==> config.mk <==
export PLATFORM = sky130hd
export DESIGN_NAME = lru_cache
export DESIGN_NICKNAME = d
export VERILOG_FILES = /design/src/rtl/lru_cache_pkg.sv /design/src/rtl/lru_cache_age.sv /design/src/rtl/lru_cache.sv
export SDC_FILE = /design/constraint.sdc
export NUM_CORES = 1
export LEC_CHECK = 0
export BUFFER_PORTS_ARGS = -buffer_cell sky130_fd_sc_hd__buf_2
export CAP_MARGIN = 20
export CORE_MARGIN = 2
export CORE_UTILIZATION = 45
export CTS_CLUSTER_SIZE = 24
export DETAILED_ROUTE_END_ITERATION = 10
export SLEW_MARGIN = 20
export SYNTH_ARGS = -nofsm -noshare
export SYNTH_HDL_FRONTEND = slang
export SYNTH_SLANG_ARGS = --single-unit
==> constraint.sdc <==
create_clock -name clk -period 4.8 [get_ports clk]
set_input_delay 0.96 -clock clk [delete_from_list [all_inputs] [get_ports clk]]
set_output_delay 0.96 -clock clk [all_outputs]
set_load 0.02 [all_outputs]
==> src/rtl/lru_cache_pkg.sv <==
// Shared defaults for the fully associative LRU cache and its age tracker.
package lru_cache_pkg;
  localparam int NUM_LINES_DEF   = 4;
  localparam int TAG_WIDTH_DEF   = 4;
  localparam int VALUE_WIDTH_DEF = 32;
  localparam int AGE_W_DEF       = $clog2(NUM_LINES_DEF);
endpackage

==> src/rtl/lru_cache_age.sv <==
// Per-line age counters: 0 is most recently used, NUM_LINES-1 is the LRU line.
// Also picks the victim line for an allocating write.
module lru_age_tracker #(
  parameter int NUM_LINES = 4,
  parameter int AW        = $clog2(NUM_LINES)
) (
  input  logic                 clk,
  input  logic                 rst,
  input  logic                 upd_i,
  input  logic [AW-1:0]        upd_idx_i,
  input  logic [NUM_LINES-1:0] valid_i,
  output logic [AW-1:0]        victim_o
);
  logic [NUM_LINES-1:0][AW-1:0] age_q, age_d;
  logic [AW-1:0]                old_age;

  always_comb begin
    age_d   = age_q;
    old_age = age_q[upd_idx_i];
    if (upd_i) begin
      for (int i = 0; i < NUM_LINES; i++) begin
        if (AW'(i) == upd_idx_i)
          age_d[i] = '0;
        else if (age_q[i] < old_age)
          age_d[i] = age_q[i] + AW'(1);
      end
    end
  end

  // Invalid lines win over the LRU line; the descending scan leaves the lowest invalid index.
  always_comb begin
    victim_o = '0;
    for (int i = 0; i < NUM_LINES; i++)
      if (age_q[i] == AW'(NUM_LINES - 1)) victim_o = AW'(i);
    for (int i = NUM_LINES - 1; i >= 0; i--)
      if (!valid_i[i]) victim_o = AW'(i);
  end

  always_ff @(posedge clk) begin
    if (rst) begin
      for (int i = 0; i < NUM_LINES; i++) age_q[i] <= AW'(i);
    end else begin
      age_q <= age_d;
    end
  end
endmodule

==> src/rtl/lru_cache.sv <==
// Fully associative write-back cache with true LRU replacement.
// Outputs are registered and describe the operation sampled on the previous edge.
module lru_cache
  import lru_cache_pkg::*;
#(
  parameter int NUM_LINES   = NUM_LINES_DEF,
  parameter int TAG_WIDTH   = TAG_WIDTH_DEF,
  parameter int VALUE_WIDTH = VALUE_WIDTH_DEF
) (
  input  logic                   clk,
  input  logic                   rst,
  input  logic                   select,
  input  logic [TAG_WIDTH-1:0]   input_tag,
  input  logic [VALUE_WIDTH-1:0] new_value,
  input  logic                   RD_,
  input  logic                   WR_,
  input  logic                   is_new,
  output logic                   cache_miss,
  output logic                   memwrite,
  output logic [TAG_WIDTH-1:0]   tag_write,
  output logic [VALUE_WIDTH-1:0] value_write
);
  localparam int AW = $clog2(NUM_LINES);

  logic [NUM_LINES-1:0]                  valid_q, valid_d, dirty_q, dirty_d;
  logic [NUM_LINES-1:0][TAG_WIDTH-1:0]   tag_q, tag_d;
  logic [NUM_LINES-1:0][VALUE_WIDTH-1:0] val_q, val_d;

  logic                   miss_q, miss_d, mw_q, mw_d;
  logic [TAG_WIDTH-1:0]   tw_q, tw_d;
  logic [VALUE_WIDTH-1:0] vw_q, vw_d;

  logic          op_wr, op_rd, hit;
  logic [AW-1:0] hit_idx, victim;

  assign op_wr = select && !WR_;
  assign op_rd = select && WR_ && !RD_;

  always_comb begin
    hit     = 1'b0;
    hit_idx = '0;
    for (int i = 0; i < NUM_LINES; i++) begin
      if (valid_q[i] && tag_q[i] == input_tag) begin
        hit     = 1'b1;
        hit_idx = AW'(i);
      end
    end
  end

  lru_age_tracker #(.NUM_LINES(NUM_LINES), .AW(AW)) u_age (
    .clk       (clk),
    .rst       (rst),
    .upd_i     ((op_rd && hit) || op_wr),
    .upd_idx_i (hit ? hit_idx : victim),
    .valid_i   (valid_q),
    .victim_o  (victim)
  );

  always_comb begin
    valid_d = valid_q;
    dirty_d = dirty_q;
    tag_d   = tag_q;
    val_d   = val_q;
    if (op_wr) begin
      if (hit) begin
        val_d[hit_idx] = new_value;
        if (!is_new) dirty_d[hit_idx] = 1'b1;
      end else begin
        valid_d[victim] = 1'b1;
        dirty_d[victim] = !is_new;
        tag_d[victim]   = input_tag;
        val_d[victim]   = new_value;
      end
    end
  end

  // tag_write/value_write only move on a read hit or a dirty eviction.
  always_comb begin
    miss_d = 1'b0;
    mw_d   = 1'b0;
    tw_d   = tw_q;
    vw_d   = vw_q;
    if (op_rd) begin
      if (hit) begin
        tw_d = input_tag;
        vw_d = val_q[hit_idx];
      end else begin
        miss_d = 1'b1;
      end
    end else if (op_wr && !hit) begin
      miss_d = 1'b1;
      if (valid_q[victim] && dirty_q[victim]) begin
        mw_d = 1'b1;
        tw_d = tag_q[victim];
        vw_d = val_q[victim];
      end
    end
  end

  always_ff @(posedge clk) begin
    if (rst) begin
      valid_q <= '0;
      dirty_q <= '0;
      tag_q   <= '0;
      val_q   <= '0;
      miss_q  <= 1'b0;
      mw_q    <= 1'b0;
      tw_q    <= '0;
      vw_q    <= '0;
    end else begin
      valid_q <= valid_d;
      dirty_q <= dirty_d;
      tag_q   <= tag_d;
      val_q   <= val_d;
      miss_q  <= miss_d;
      mw_q    <= mw_d;
      tw_q    <= tw_d;
      vw_q    <= vw_d;
    end
  end

  assign cache_miss  = miss_q;
  assign memwrite    = mw_q;
  assign tag_write   = tw_q;
  assign value_write = vw_q;
endmodule

==> results.md <==
- Status: completed
- Share of layout cells above drive strength 1: a little under an eighth
- Mapped Cells: 1392
- Worst Max-Slew Pin Slew: ~1.0 ns
- Number of gates resized after CTS: 0
- CTS sink count: 198
- Area of the die: roughly 23000 µm²
- Via count: 9816
- Vias in the first global route: 8886
- DRT antenna net count: 0
- Gr usage total: 27.4%
- Post-CTS Setup Inserts: 0
- Worst r2r src: u_age.age_q[5]
- Mapped cell area: around 9800 µm²
- Kind of critical path: in2reg
- RSZ-0062 raised after global routing: no
- Power Density: between 300 and 400 nW/µm²
- Gr ovfl total: 0
- Worst-case clock buffer depth: 2
- Final setup fails: 0
- Final hold vios: 0
- # hold bufs at CTS: 0
- Slew Viols, Final: 0
- CTS clk-pin slew, worst paths: around 0.070 ns
- TNS Setup: 0 ns
- Port bufs: 79
- CTS tree: done
- Most common cell after layout, fill and taps aside: nand2_1
- Post-route minimum period: 3.66 ns
- Sequential fraction of the synthesis area: 40.6%
- ANT cells: 0
- #FFs+latches synth: between 150 and 200
- Synth unique cells: 59
- Ys async rst share: 0%
- Worst Setup EP: u_age.age_q[6]
- Average routed wire per standard cell: 18.5 µm
- Slew Limit Headroom: 32.0%
- Gp weighted congestion: 0.837
- CP Max Fanout: 35
- Syn nets: approximately 1400
- Largest net degree at the start of global routing: 109
- Top FF cell, synth: dfxtp_1
- Power Total: 0.00338 W
- Max Clock Freq: 273 MHz
- Hold WC Path Type: reg2reg
- Vias per std cell: 5.83
- Global-route wire length before repair: 49000 µm
- CP Launch Point: input_tag[0]
- Final WL: 31200 µm
- Synth-to-Final Area Change: 12.0%
- Max Cap Violations: 0
- Initial Utilization: 46.2%
- Post-route clock skew: around 0.011 ns
- FP Rows: 53
- CP Data Required Time: 5.13 ns
- CP Capture Type: register
- R2R Setup Slk: ~1.1 ns
- Peak supply drop: between 0.0002 and 0.0003 V
- Initial drt markers: 1172
- Most frequent cells in the layout: nand2_1, a21oi_1, dfxtp_1, nand3_1, buf_2
- Post-DP HPWL: about 18000 µm
- Path depth of the worst reg2reg path: 11
- Die X: 151 µm
- H-tree depth: 4
- I/O pin cnt: 80
- Number of synthesized flops with an enable pin: 0
- Drc violations: 0
- Critical Path AT: 3.99 ns
- Worst reg2reg endpoint: value_write[1]
- Leakage: 3.74 nW
- Tcrit/Tclk final: 76.3%
- DRT Pass-1 Iters: 5
- Worst skew pair latency: 0.43 ns
- Syn. warnings: 0
- Core Area: 21200 µm²
- TritonCTS Buffers: 17
- Die height: 151 µm
- CTS root buffer: clkbuf_16
- Initial antenna violation count: 1
- Nets: roughly 1400
- Worst Setup Start Kind: input port
- Synthesized area per cell: 7.02 µm²
==> stage by stage <==
step / util, % / hold slack, ns / area (µm²) / instances / worst slack (ns)
floorplan: - / 0.446 / 9770 / 1392 / 1.60
detailed placement: 48.9 / 0.447 / 10400 / 1653 / 0.798
global route: 51.7 / 0.494 / 10900 / 1685 / 0.926
finish: 51.7 / 0.463 / 10900 / 1685 / 1.14
global placement: 48.9 / 0.448 / 10400 / 1653 / 0.861
CTS: 51.7 / 0.462 / 10900 / 1685 / 1.15
==> cell type report <==
type | instances | area (µm²)
Tap cell | 275 | 344
Clock buffer | 18 | 439
Clock inverter | 14 | 139
Timing Repair Buffer | 106 | 642
Fill cell | 2135 | 10200
Sequential cell | 198 | 3960
Inverter | 10 | 37.5
Multi-Input combinational cell | 1064 | 5370
==> cells by family after synthesis <==
kind of cell / Yosys count / share of synthesized area [%]
AND/OR/NAND/NOR: 665 / 28.0
AO/OA/AOI/OAI: 368 / 22.9
flip-flops: 198 / 40.6
buffers and inverters: 130 / 5.39
multiplexers: 14 / 1.43
XOR/XNOR: 13 / 1.17
adder cells (fa/ha/maj): 4 / 0.487
==> where the power goes <==
| part | internal, W | total, W | switching, W |
|---|---|---|---|
| Sequential | 0.00167 | 0.00169 | 0.0000218 |
| Combinational | 0.0000843 | 0.000261 | 0.000177 |
| Clock | 0.000745 | 0.00143 | 0.000689 |
| Total | 0.00250 | 0.00338 | 0.000887 |
==> Yosys cell counts, drive strengths merged, types with 3 or more instances <==
master,number,area (µm²)
nand2b,5,31.3
or2,4,25.0
a21oi,248,1240
a311oi,5,43.8
buf,26,136
nor3,5,25.0
o21a,3,22.5
mux2i,14,140
ha,3,37.5
nor2b,3,18.8
o21ai,13,65.1
inv,10,37.5
xnor2,6,52.6
nand4,3,18.8
dfxtp,198,3960
a211oi,42,320
a221oi,31,272
clkbuf,94,353
nand2,444,1670
xor2,7,61.3
o311ai,5,51.3
and2,7,43.8
nor2,84,323
nand3,102,510
==> critical path, stage by stage <==
cell,delay (ns)
buf_2,0.21
nand2b_1,0.14
o2111ai_1,0.16
a2111oi_4,0.50
buf_4,0.47
o21ba_2,0.26
o221ai_2,0.39
or2_0,0.37
o21ai_0,0.15
a221o_1,0.35
==> flip-flops by register name, indices dropped and copies added (netlist names) <==
| name | flops |
|---|---|
| tag_q | 16 |
| valid_q | 4 |
| value_write | 32 |
| val_q | 128 |
| memwrite | 1 |
| dirty_q | 4 |
| u_age.age_q | 8 |
| cache_miss | 1 |
| tag_write | 4 |
==> worst min-delay path by stage <==
| stage | startpoint | endpoint | depth (start not counted) |
|---|---|---|---|
| finish | value_write[28] | value_write[28] | 2 |
| global route | val_q[85] | val_q[85] | 2 |
| CTS | value_write[28] | value_write[28] | 2 |
| detailed placement | value_write[28] | value_write[28] | 2 |
| global placement | value_write[28] | value_write[28] | 2 |
| floorplan | dirty_q[0] | dirty_q[0] | 2 |
==> layer usage <==
layer	global-route usage (%)	share of wire, %	routed length (µm)	up-vias
met5	0	0.042	13	-
met4	7.38	1.3	401	2
met3	4.46	7.2	2260	33
met2	43.1	45	14200	373
met1	38.9	46	14300	4640
li1	-	-	-	4768
No activity file was read; power rests on OpenSTA's default activity.
